$ cat src/rtl/vga_board_engine.sv
`default_nettype none
// +----------------------------------------------------------------------------+
// | vga_board_engine                                                           |
// | Two-stage pipelined VGA scan engine drawing NUM_BOARDS square game boards  |
// | with grid lines and a blinking cursor.                                     |
// | Revision: 1.0                                                              |
// +----------------------------------------------------------------------------+
module vga_board_engine #(
    parameter int H_ACTIVE     = 640,
    parameter int H_FP         = 16,
    parameter int H_SYNC       = 96,
    parameter int H_BP         = 48,
    parameter int V_ACTIVE     = 480,
    parameter int V_FP         = 10,
    parameter int V_SYNC       = 2,
    parameter int V_BP         = 33,
    parameter int BOARD_N      = 5,
    parameter int CELL_PX      = 40,
    parameter int NUM_BOARDS   = 2,
    parameter int X0           = 40,
    parameter int Y0           = 140,
    parameter int GAP          = 40,
    parameter int BLINK_FRAMES = 30
) (
    input  logic                                  clk,
    input  logic                                  rst,
    input  logic [NUM_BOARDS*BOARD_N*BOARD_N*2-1:0] boards,
    input  logic [1:0]                            cur_board,
    input  logic [2:0]                            cur_i,
    input  logic [2:0]                            cur_j,
    output logic                                  hsync,
    output logic                                  vsync,
    output logic                                  sync_b,
    output logic                                  blank_b,
    output logic [7:0]                            r,
    output logic [7:0]                            g,
    output logic [7:0]                            b,
    output logic                                  frame_start
);
    localparam int c_H_TOTAL = H_ACTIVE + H_FP + H_SYNC + H_BP;
    localparam int c_V_TOTAL = V_ACTIVE + V_FP + V_SYNC + V_BP;
    localparam int c_HW      = $clog2(c_H_TOTAL);
    localparam int c_VW      = $clog2(c_V_TOTAL);
    localparam int c_PW      = $clog2(CELL_PX);
    localparam int c_GW      = (GAP > 1) ? $clog2(GAP) : 1;
    localparam int c_FW      = $clog2(BLINK_FRAMES + 1);
    localparam int c_CELLS   = NUM_BOARDS * BOARD_N * BOARD_N;
    localparam int c_CW      = (c_CELLS > 1) ? $clog2(c_CELLS) : 1;

    localparam logic [c_HW-1:0] c_H_LAST  = c_HW'(c_H_TOTAL - 1);
    localparam logic [c_VW-1:0] c_V_LAST  = c_VW'(c_V_TOTAL - 1);
    localparam logic [c_HW-1:0] c_HA      = c_HW'(H_ACTIVE);
    localparam logic [c_VW-1:0] c_VA      = c_VW'(V_ACTIVE);
    localparam logic [c_HW:0]   c_HS_ON   = (c_HW+1)'(H_ACTIVE + H_FP);
    localparam logic [c_HW:0]   c_HS_OFF  = (c_HW+1)'(H_ACTIVE + H_FP + H_SYNC);
    localparam logic [c_VW:0]   c_VS_ON   = (c_VW+1)'(V_ACTIVE + V_FP);
    localparam logic [c_VW:0]   c_VS_OFF  = (c_VW+1)'(V_ACTIVE + V_FP + V_SYNC);
    localparam logic [c_HW-1:0] c_X0      = c_HW'(X0);
    localparam logic [c_VW-1:0] c_Y0      = c_VW'(Y0);
    localparam logic [c_PW-1:0] c_PX_LAST = c_PW'(CELL_PX - 1);
    localparam logic [c_PW-1:0] c_PX_M2   = c_PW'(CELL_PX - 2);
    localparam logic [2:0]      c_N_LAST  = 3'(BOARD_N - 1);
    localparam logic [1:0]      c_B_LAST  = 2'(NUM_BOARDS - 1);
    localparam logic [c_GW-1:0] c_G_LAST  = c_GW'(GAP - 1);
    localparam logic [c_FW-1:0] c_F_LAST  = c_FW'(BLINK_FRAMES - 1);

    // stage 0: raster counters and incremental region trackers
    logic [c_HW-1:0] r_hcnt, w_hcnt_nx;
    logic [c_VW-1:0] r_vcnt, w_vcnt_nx;
    logic            w_h_wrap, w_v_wrap;
    logic            r_hin, w_hin_nx, r_hgap, w_hgap_nx;
    logic [1:0]      r_hb, w_hb_nx;
    logic [c_PW-1:0] r_hpx, w_hpx_nx, r_vpx, w_vpx_nx;
    logic [2:0]      r_hcol, w_hcol_nx, r_vrow, w_vrow_nx;
    logic [c_GW-1:0] r_gcnt, w_gcnt_nx;
    logic            r_vin, w_vin_nx;

    always_comb begin
        w_h_wrap  = (r_hcnt == c_H_LAST);
        w_v_wrap  = (r_vcnt == c_V_LAST);
        w_hcnt_nx = w_h_wrap ? '0 : r_hcnt + 1'b1;
        w_vcnt_nx = r_vcnt;
        if (w_h_wrap) begin
            w_vcnt_nx = w_v_wrap ? '0 : r_vcnt + 1'b1;
        end

        w_hin_nx  = r_hin;
        w_hgap_nx = r_hgap;
        w_hb_nx   = r_hb;
        w_hpx_nx  = r_hpx;
        w_hcol_nx = r_hcol;
        w_gcnt_nx = r_gcnt;
        if (w_hcnt_nx == c_X0) begin
            w_hin_nx  = 1'b1;
            w_hgap_nx = 1'b0;
            w_hb_nx   = '0;
            w_hpx_nx  = '0;
            w_hcol_nx = '0;
            w_gcnt_nx = '0;
        end else if (w_h_wrap) begin
            w_hin_nx  = 1'b0;
            w_hgap_nx = 1'b0;
        end else if (r_hin) begin
            if (r_hpx == c_PX_LAST) begin
                w_hpx_nx = '0;
                if (r_hcol == c_N_LAST) begin
                    w_hcol_nx = '0;
                    w_hin_nx  = 1'b0;
                    if (r_hb != c_B_LAST) begin
                        if (GAP == 0) begin
                            w_hin_nx = 1'b1;
                            w_hb_nx  = r_hb + 1'b1;
                        end else begin
                            w_hgap_nx = 1'b1;
                            w_gcnt_nx = '0;
                        end
                    end
                end else begin
                    w_hcol_nx = r_hcol + 1'b1;
                end
            end else begin
                w_hpx_nx = r_hpx + 1'b1;
            end
        end else if (r_hgap) begin
            if (r_gcnt == c_G_LAST) begin
                w_hgap_nx = 1'b0;
                w_hin_nx  = 1'b1;
                w_hb_nx   = r_hb + 1'b1;
            end else begin
                w_gcnt_nx = r_gcnt + 1'b1;
            end
        end

        w_vin_nx  = r_vin;
        w_vpx_nx  = r_vpx;
        w_vrow_nx = r_vrow;
        if (w_h_wrap) begin
            if (w_vcnt_nx == c_Y0) begin
                w_vin_nx  = 1'b1;
                w_vpx_nx  = '0;
                w_vrow_nx = '0;
            end else if (w_v_wrap) begin
                w_vin_nx = 1'b0;
            end else if (r_vin) begin
                if (r_vpx == c_PX_LAST) begin
                    w_vpx_nx = '0;
                    if (r_vrow == c_N_LAST) begin
                        w_vrow_nx = '0;
                        w_vin_nx  = 1'b0;
                    end else begin
                        w_vrow_nx = r_vrow + 1'b1;
                    end
                end else begin
                    w_vpx_nx = r_vpx + 1'b1;
                end
            end
        end
    end

    always_ff @(posedge clk or posedge rst) begin
        if (rst) begin
            r_hcnt <= '0;
            r_vcnt <= '0;
            r_hin  <= (X0 == 0);
            r_hgap <= 1'b0;
            r_hb   <= '0;
            r_hpx  <= '0;
            r_hcol <= '0;
            r_gcnt <= '0;
            r_vin  <= (Y0 == 0);
            r_vpx  <= '0;
            r_vrow <= '0;
        end else begin
            r_hcnt <= w_hcnt_nx;
            r_vcnt <= w_vcnt_nx;
            r_hin  <= w_hin_nx;
            r_hgap <= w_hgap_nx;
            r_hb   <= w_hb_nx;
            r_hpx  <= w_hpx_nx;
            r_hcol <= w_hcol_nx;
            r_gcnt <= w_gcnt_nx;
            r_vin  <= w_vin_nx;
            r_vpx  <= w_vpx_nx;
            r_vrow <= w_vrow_nx;
        end
    end

    logic w_org, w_act, w_hs, w_vs;
    assign w_org = (r_hcnt == '0) && (r_vcnt == '0);
    assign w_act = (r_hcnt < c_HA) && (r_vcnt < c_VA);
    assign w_hs  = !(({1'b0, r_hcnt} >= c_HS_ON) && ({1'b0, r_hcnt} < c_HS_OFF));
    assign w_vs  = !(({1'b0, r_vcnt} >= c_VS_ON) && ({1'b0, r_vcnt} < c_VS_OFF));

    // The shadow takes the blink phase from before this frame's update, so
    // the first BLINK_FRAMES frames after reset show the cursor.
    logic            r_blink, r_cur_blink, r_cur_en;
    logic [c_FW-1:0] r_fcnt;
    logic [1:0]      r_cur_b;
    logic [2:0]      r_cur_i, r_cur_j;

    always_ff @(posedge clk or posedge rst) begin
        if (rst) begin
            r_fcnt      <= '0;
            r_blink     <= 1'b1;
            r_cur_blink <= 1'b1;
            r_cur_en    <= 1'b0;
            r_cur_b     <= '0;
            r_cur_i     <= '0;
            r_cur_j     <= '0;
        end else if (w_org) begin
            r_cur_blink <= r_blink;
            r_cur_en    <= ({1'b0, cur_board} < 3'(NUM_BOARDS)) &&
                           ({1'b0, cur_i} < 4'(BOARD_N)) &&
                           ({1'b0, cur_j} < 4'(BOARD_N));
            r_cur_b     <= cur_board;
            r_cur_i     <= cur_i;
            r_cur_j     <= cur_j;
            if (r_fcnt == c_F_LAST) begin
                r_fcnt  <= '0;
                r_blink <= ~r_blink;
            end else begin
                r_fcnt <= r_fcnt + 1'b1;
            end
        end
    end

    logic [1:0]      w_cell [c_CELLS];
    logic [c_CW-1:0] w_flat;

    for (genvar k = 0; k < c_CELLS; k++) begin : g_cells
        assign w_cell[k] = boards[2*k +: 2];
    end

    assign w_flat = c_CW'(r_hb) * c_CW'(BOARD_N * BOARD_N) +
                    c_CW'(r_vrow) * c_CW'(BOARD_N) + c_CW'(r_hcol);

    // stage 1
    logic            r1_act, r1_hs, r1_vs, r1_org, r1_inb;
    logic [1:0]      r1_b, r1_code;
    logic [2:0]      r1_row, r1_col;
    logic [c_PW-1:0] r1_px, r1_py;

    always_ff @(posedge clk or posedge rst) begin
        if (rst) begin
            r1_act  <= 1'b0;
            r1_hs   <= 1'b1;
            r1_vs   <= 1'b1;
            r1_org  <= 1'b0;
            r1_inb  <= 1'b0;
            r1_b    <= '0;
            r1_code <= '0;
            r1_row  <= '0;
            r1_col  <= '0;
            r1_px   <= '0;
            r1_py   <= '0;
        end else begin
            r1_act  <= w_act;
            r1_hs   <= w_hs;
            r1_vs   <= w_vs;
            r1_org  <= w_org;
            r1_inb  <= r_hin && r_vin;
            r1_b    <= r_hb;
            r1_code <= w_cell[w_flat];
            r1_row  <= r_vrow;
            r1_col  <= r_hcol;
            r1_px   <= r_hpx;
            r1_py   <= r_vpx;
        end
    end

    logic        w_border, w_cursor;
    logic [23:0] w_rgb;

    always_comb begin
        w_border = (r1_px <= c_PW'(1)) || (r1_px >= c_PX_M2) ||
                   (r1_py <= c_PW'(1)) || (r1_py >= c_PX_M2);
        w_cursor = r_cur_en && r_cur_blink && (r1_b == r_cur_b) &&
                   (r1_row == r_cur_i) && (r1_col == r_cur_j);
        w_rgb    = 24'h000000;
        if (!r1_act) begin
            w_rgb = 24'h000000;
        end else if (!r1_inb) begin
            w_rgb = 24'h141428;
        end else if (w_border && w_cursor) begin
            w_rgb = 24'hFFFF00;
        end else if ((r1_px == '0) || (r1_py == '0)) begin
            w_rgb = 24'h000000;
        end else begin
            case (r1_code)
                2'b00:   w_rgb = 24'h0000C8;
                2'b01:   w_rgb = 24'h808080;
                2'b10:   w_rgb = 24'hFF0000;
                default: w_rgb = 24'hFFFFFF;
            endcase
        end
    end

    // stage 2: registered outputs
    always_ff @(posedge clk or posedge rst) begin
        if (rst) begin
            hsync       <= 1'b1;
            vsync       <= 1'b1;
            sync_b      <= 1'b1;
            blank_b     <= 1'b0;
            r           <= '0;
            g           <= '0;
            b           <= '0;
            frame_start <= 1'b0;
        end else begin
            hsync       <= r1_hs;
            vsync       <= r1_vs;
            sync_b      <= r1_hs & r1_vs;
            blank_b     <= r1_act;
            r           <= w_rgb[23:16];
            g           <= w_rgb[15:8];
            b           <= w_rgb[7:0];
            frame_start <= r1_org;
        end
    end
endmodule
`default_nettype wire

$ cat config.mk
export PLATFORM = sky130hd
export DESIGN_NAME = vga_board_engine
export DESIGN_NICKNAME = d
export VERILOG_FILES = /design/src/rtl/vga_board_engine.sv
export SDC_FILE = /design/constraint.sdc
export NUM_CORES = 1
export LEC_CHECK = 0
export ABC_AREA = 1
export BUFFER_PORTS_ARGS = -buffer_cell sky130_fd_sc_hd__buf_2
export CORE_ASPECT_RATIO = 0.5
export CORE_MARGIN = 4
export CORE_UTILIZATION = 40
export CTS_CLUSTER_DIAMETER = 80
export CTS_CLUSTER_SIZE = 25
export DETAILED_ROUTE_END_ITERATION = 12
export GPL_TIMING_DRIVEN = 0
export PLACE_DENSITY = 0.6
export SKIP_CTS_REPAIR_TIMING = 1
export SLEW_MARGIN = 10
export SYNTH_ARGS = -nofsm -noshare
export SYNTH_HDL_FRONTEND = slang
export SYNTH_SLANG_ARGS = --single-unit
$ cat constraint.sdc
create_clock -name clk -period 4.17 [get_ports clk]
set_clock_uncertainty 0.05 [all_clocks]
set_input_delay 0.834 -clock clk [delete_from_list [all_inputs] [get_ports clk]]
set_output_delay 0.834 -clock clk [all_outputs]
set_load 0.05 [all_outputs]
==> results of run 1 <==
==> flip-flops by register name (all words and copies together), names as in the netlist, 6 cells and up <==
name,count
r_hcnt,10
r_vcnt,10
r1_px,6
r1_py,6
r_gcnt,6
r_hpx,6
r_vpx,6
==> layer usage <==
metal	global-route usage, %	up-vias	share of wire, %
li1	-	3225	-
met1	26.5	2951	48
met2	30.2	225	45
met3	3.21	21	6.1
met4	3.86	0	1.2
met5	0	-	0
==> power breakdown <==
| part | switching [mW] | internal [mW] |
|---|---|---|
| Sequential | 0.00453 | 1.05 |
| Clock | 0.439 | 0.428 |
| Combinational | 0.0550 | 0.0537 |
| Total | 0.499 | 1.53 |
==> layout by cell type (no fill, tap or decap), drive strengths merged <==
master   count
xnor2       10
clkinv       4
clkbuf      27
nand3       77
inv        106
o211ai       9
o21bai       1
fa           4
o31ai        1
nor4         8
a21o         1
o21ai       75
o22ai       10
o21a         2
nand2      193
ha          31
a32o         1
or2          8
a21oi       20
nand4       31
buf        158
dfrtp      101
and3         1
dfstp        7
nand3b       3
o2111ai      1
nor3        13
nor2       122
o221ai       6
xor2        12
a31oi        3
==> logic make-up (layout without fill, tap and decap cells) <==
logic type	Yosys count	after routing	synth area share, %
flops	108	108	39.4
simple gates	456	456	31.2
compound gates	130	130	11.0
fa+ha+maj	35	35	6.80
buf+inv	140	295	8.76
xor+xnor	22	22	2.80
==> worst max-delay path: cells and delay by family, from the launching register on <==
family	cells	cell delay (ps)
adder cells (fa/ha/maj)	5	1830
flip-flops	1	580
AND/OR/NAND/NOR	5	550
buffers and inverters	2	390
AO/OA/AOI/OAI	1	80
==> path summary, 6_finish.rpt <==
path	to	start	cells past startpoint	slack (ps)
max	r1_code[1]	r_vrow[2]	13	560
min	frame_start	r1_org	0	300
max reg2reg	r1_code[1]	r_vrow[2]	13	560
min reg2reg	frame_start	r1_org	0	300
max in group asynchronous	r_cur_blink	rst	3	3010
min in group asynchronous	r_fcnt[2]	rst	2	400
==> metrics by stage <==
step                      setup slack, ps  total power, mW  instance area (um^2)  utilization (%)
after CTS                             530             2.06                  8190             49.2
after floorplan                       452             1.12                  6880                -
after detailed placement              571             1.19                  7890             47.4
final                                 564             2.03                  8190             49.2
after global placement               -852             1.18                  7860             47.2
after global routing                  293             2.11                  8190             49.2
==> final cells by class <==
class / instances / area (um^2)
Sequential cell: 108 / 2710
Multi-Input combinational cell: 643 / 3570
Timing Repair Buffer: 139 / 718
Clock inverter: 7 / 76.3
Clock buffer: 9 / 225
Inverter: 103 / 392
Tap cell: 227 / 284
Fill cell: 1574 / 8450
Buffer: 37 / 216
==> impl_metrics.csv, run 1 <==
group,metric,value,unit
status,status,"finished clean",
synthesis,yosysMostFrequentCell,"nand2_1",
grt,grt_pass1_vias,6134,
timing,final_hold_viol_count,0,
setup_path,crit_arrival,3800,ps
setup_path,worst_ep_required_time,4370,ps
clock_network,clockBufferDepth,2,
grt,grt_max_degree,76,
floorplanning,ioPinCount,139,
timing,fin_tns_setup,0,ps
clock_network,htreeDepth,3,
final_layout,drive_above_1_share,23.1,%
power,power_per_cell_area,248,nW/um^2
setup_path,path_max_fanout,9,
final_layout,instances_no_fill,1273,
timing,whs,305,ps
synthesis,syn_area,6880,um^2
synthesis,synth_top_area_cell,"dfrtp_1",
worst_hold_path,min_path_type,"flip-flop to flip-flop",
setup_path,cp_slowest_stage_delay,580,ps
grt,grt_pass1_wl,29900,um
timing,maxSlewViolCount,0,
synthesis,synth_fp_nets,1036,
timing,rsz0062_at_grt,"no",
power,ir_drop,0.000182,V
clock_network,cts_made_buffers,9,
clock_network,cts_root_buf,"clkbuf_16",
floorplanning,die_area,19500,um^2
synthesis,ys_ff_latch,108,
timing,layout_worst_path_cycle_share,86.5,%
route,via_per_inst,5.04,
synthesis,yosysWarningCount,0,
setup_path,startpoint_type,"flip-flop",
route,drt.antenna.violating_nets,0,
route,drt_wl_total,18100,um
clock_network,path_clk_slew,80,ps
grt,track_usage,18.6,%
synthesis,synth_seq_area_share,39.4,%
final_layout,nNetsFinal,1186,
timing,finalSetupViolCount,0,
timing,tightest_slew,520,ps
clock_network,clk_latency,350,ps
timing,slew_headroom,65.2,%
clock_network,cts_sinks,108,
synthesis,synth_cell_type_count,47,
timing,max_freq,0.277,GHz
final_layout,diodes,0,
setup_path,worstPathCellList,"ha_1, ha_1, fa_1, ha_1, fa_1, clkbuf_1, nor2_1, nand2_1, nand4_1, nand2_1, nand2_1, o21ai_0, inv_1",
timing,finalCriticalPeriod,3610,ps
synthesis,synthArstFlopShare,100,%
setup_path,critPathSlowestCell,"dfrtp_1",
grt,grt-ovfl-total,0,
synthesis,synth_top_cell_area_share,36.7,%
route,drtIter0Drc,502,
route,wire_per_inst,14.2,um
floorplanning,rows,33,
place,dp_cells,1257,
final_layout,syn2layout_area_growth,19.0,%
route,remaining_drc_errors,0,
floorplanning,coreArea,16600,um^2
synthesis,synthTopCellsByCount,"nand2_1, nor2_1, dfrtp_1, inv_1, nand3_1",
power,power.leakage,4.23,nW
floorplanning,die_w,194,um
grt,antenna_found_initial,0,
job,cap_violations,0,
synthesis,synth_enable_flop_cells,0,
floorplanning,start_util,41.4,%
setup_path,end_kind,"flip-flop",
synthesis,synth_area_leaders,"dfrtp_1, nand2_1, nor2_1",
place,place.gp.congestion,0.891,
setup_path,worstSetupPathType,"flip-flop to flip-flop",
route,drtPass1Iterations,5,
synthesis,syn_area_per_cell,7.73,um^2
place,hpwl,14300,um
clock_network,cts_tree,"built",
synthesis,ys.flop_type,"dfrtp_1",
route,route.vias.total,6422,
place,portBuffers,138,
synthesis,synthCells,891,
floorplanning,fp.dieH,101,um
No activity file was read; power rests on OpenSTA's default activity.
==> inputs of run 2 (changes only) <==
--- a/config.mk
+++ b/config.mk
@@ -9,12 +9,13 @@
 export BUFFER_PORTS_ARGS = -buffer_cell sky130_fd_sc_hd__buf_2
 export CORE_ASPECT_RATIO = 0.5
 export CORE_MARGIN = 4
-export CORE_UTILIZATION = 40
+export CORE_UTILIZATION = 56
 export CTS_CLUSTER_DIAMETER = 80
 export CTS_CLUSTER_SIZE = 25
 export DETAILED_ROUTE_END_ITERATION = 12
+export GPL_ROUTABILITY_DRIVEN = 0
 export GPL_TIMING_DRIVEN = 0
-export PLACE_DENSITY = 0.6
+export PLACE_DENSITY = 0.8
 export SKIP_CTS_REPAIR_TIMING = 1
 export SLEW_MARGIN = 10
 export SYNTH_ARGS = -nofsm -noshare
==> impl_metrics.csv, run 2 (synthesis results as in run 1) <==
group,metric,value,unit
setup_path,startpoint_type,"flip-flop",
timing,rsz0062_at_grt,"no",
route,wire_per_inst,14.6,um
setup_path,crit_arrival,3760,ps
grt,grt_max_degree,81,
route,drtPass1Iterations,5,
route,drt_wl_total,17700,um
timing,maxSlewViolCount,0,
timing,whs,298,ps
route,drtIter0Drc,560,
final_layout,drive_above_1_share,22.9,%
setup_path,worstSetupPathType,"flip-flop to flip-flop",
floorplanning,coreArea,11900,um^2
setup_path,path_max_fanout,9,
grt,antenna_found_initial,0,
grt,grt_pass1_vias,6289,
clock_network,cts_made_buffers,9,
setup_path,r2r_cells,13,
route,via_per_inst,5.44,
status,status,"finished clean",
place,portBuffers,138,
route,remaining_drc_errors,0,
timing,tightest_slew,539,ps
clock_network,path_clk_slew,70,ps
setup_path,end_kind,"flip-flop",
route,route.vias.total,6583,
setup_path,ff2ff_setup_slack,590,ps
grt,grt-ovfl-total,0,
power,ir_drop,0.000235,V
setup_path,crit_cells,13,
final_layout,final_cell_mix,"nand2_1, buf_2, nor2_1",
final_layout,fillers,982,
setup_path,critPathSlowestCell,"dfrtp_1",
timing,slew_headroom,63.8,%
final_layout,fin_util,67.9,%
worst_hold_path,min_path_type,"flip-flop to flip-flop",
setup_path,r2r_start,"r_vrow[2]",
floorplanning,die_w,165,um
final_layout,syn2layout_area_growth,17.4,%
final_layout,regArea,2710,um^2
timing,finalCriticalPeriod,3580,ps
clock_network,htreeDepth,3,
setup_path,crit_start,"r_vrow[2]",
floorplanning,die_area,14200,um^2
setup_path,worst-path-buf-inv,2,
clock_network,clk_latency,350,ps
setup_path,cp_slowest_stage_delay,530,ps
timing,max_freq,0.279,GHz
job,cap_violations,0,
grt,track_usage,25.1,%
clock_network,cts_sinks,108,
timing,finalSetupViolCount,0,
clock_network,cts_root_buf,"clkbuf_16",
setup_path,cp_top_family,"adder cells",
final_layout,nNetsFinal,1186,
floorplanning,ioPinCount,139,
clock_network,clockBufferDepth,2,
floorplanning,fp.dieH,86.4,um
setup_path,worst_ep_required_time,4360,ps
power,power.leakage,4.21,nW
route,drt.antenna.violating_nets,0,
floorplanning,rows,28,
power,fin_total_pwr,1.96,mW
final_layout,multi_input_area,3570,um^2
final_layout,diodes,0,
timing,final_hold_viol_count,0,
clock_network,cts_tree,"built",
setup_path,critPathCapture,"r1_code[1]",
setup_path,r2r_end,"r1_code[1]",
place,hpwl,13700,um
final_layout,layout_commonest_cell,"nand2_1",
grt,grt_pass1_wl,29100,um
timing,layout_worst_path_cycle_share,85.8,%
final_layout,largestRegisters,"r_hcnt x10, r_vcnt x10",
floorplanning,start_util,57.8,%
setup_path,worstPathCellList,"ha_1, ha_1, fa_1, ha_1, fa_1, clkbuf_1, nor2_1, nand2_1, nand4_1, nand2_1, nand2_1, o21ai_0, inv_1",
power,power_per_cell_area,242,nW/um^2
## run 2: cell types whose count changed in the layout (fill, tap and decap cells not counted), sizes merged
cell / previous run / this run
clkbuf: 27 / 29
clkinvlp: 0 / 1
clkinv: 4 / 5
inv: 106 / 102
## run 2: per-stage QoR
step / area [um^2] / TNS, ps / worst slack (ps) / instances
after floorplan: 6880 / 0 / 452 / 891
after global placement: 7780 / -67690 / -679 / 1194
after detailed placement: 7810 / 0 / 653 / 1195
after CTS: 8090 / 0 / 618 / 1211
after global routing: 8090 / 0 / 391 / 1211
final: 8090 / 0 / 592 / 1211
## run 2: worst reg2reg max path: cells and delay by family (launching register included)
kind / cells / cell delay (ps)
adders and majority gates: 5 / 1840
and+or+nand+nor: 5 / 570
DFF: 1 / 530
buffers and inverters: 2 / 410
AOI/OAI and AO/OA: 1 / 70
## run 2: worst min path at each step
stage,start,end,slack [ps],cells past startpoint
floorplan,r1_org,frame_start,280,0
global placement,r1_org,frame_start,280,0
detailed placement,r1_org,frame_start,290,0
CTS,r1_org,frame_start,300,0
global route,r1_org,frame_start,300,0
finish,r1_org,frame_start,300,0
## run 2: cell type report
cell class / instances / area share (%)
buffer: 37 / 2.68
tap: 165 / 2.55
multi-input combinational: 643 / 44.2
clock buffer: 11 / 2.88
inverter: 103 / 4.84
sequential: 108 / 33.5
clock inverter: 5 / 0.480
timing repair buffer: 139 / 8.88
## run 2: power by group
| part | switching (mW) | internal, mW |
|---|---|---|
| clock network | 0.386 | 0.408 |
| logic | 0.0541 | 0.0539 |
| registers | 0.00414 | 1.05 |
## run 2: per-layer routing
layer  global-route usage (%)  vias to the layer above  wire (um)
met1                     33.6                     3035       7590
met2                     42.6                      289       8490
met4                     6.34                        0        286
li1                         -                     3224          -
met3                     4.89                       35       1370
met5                        0                        -          0
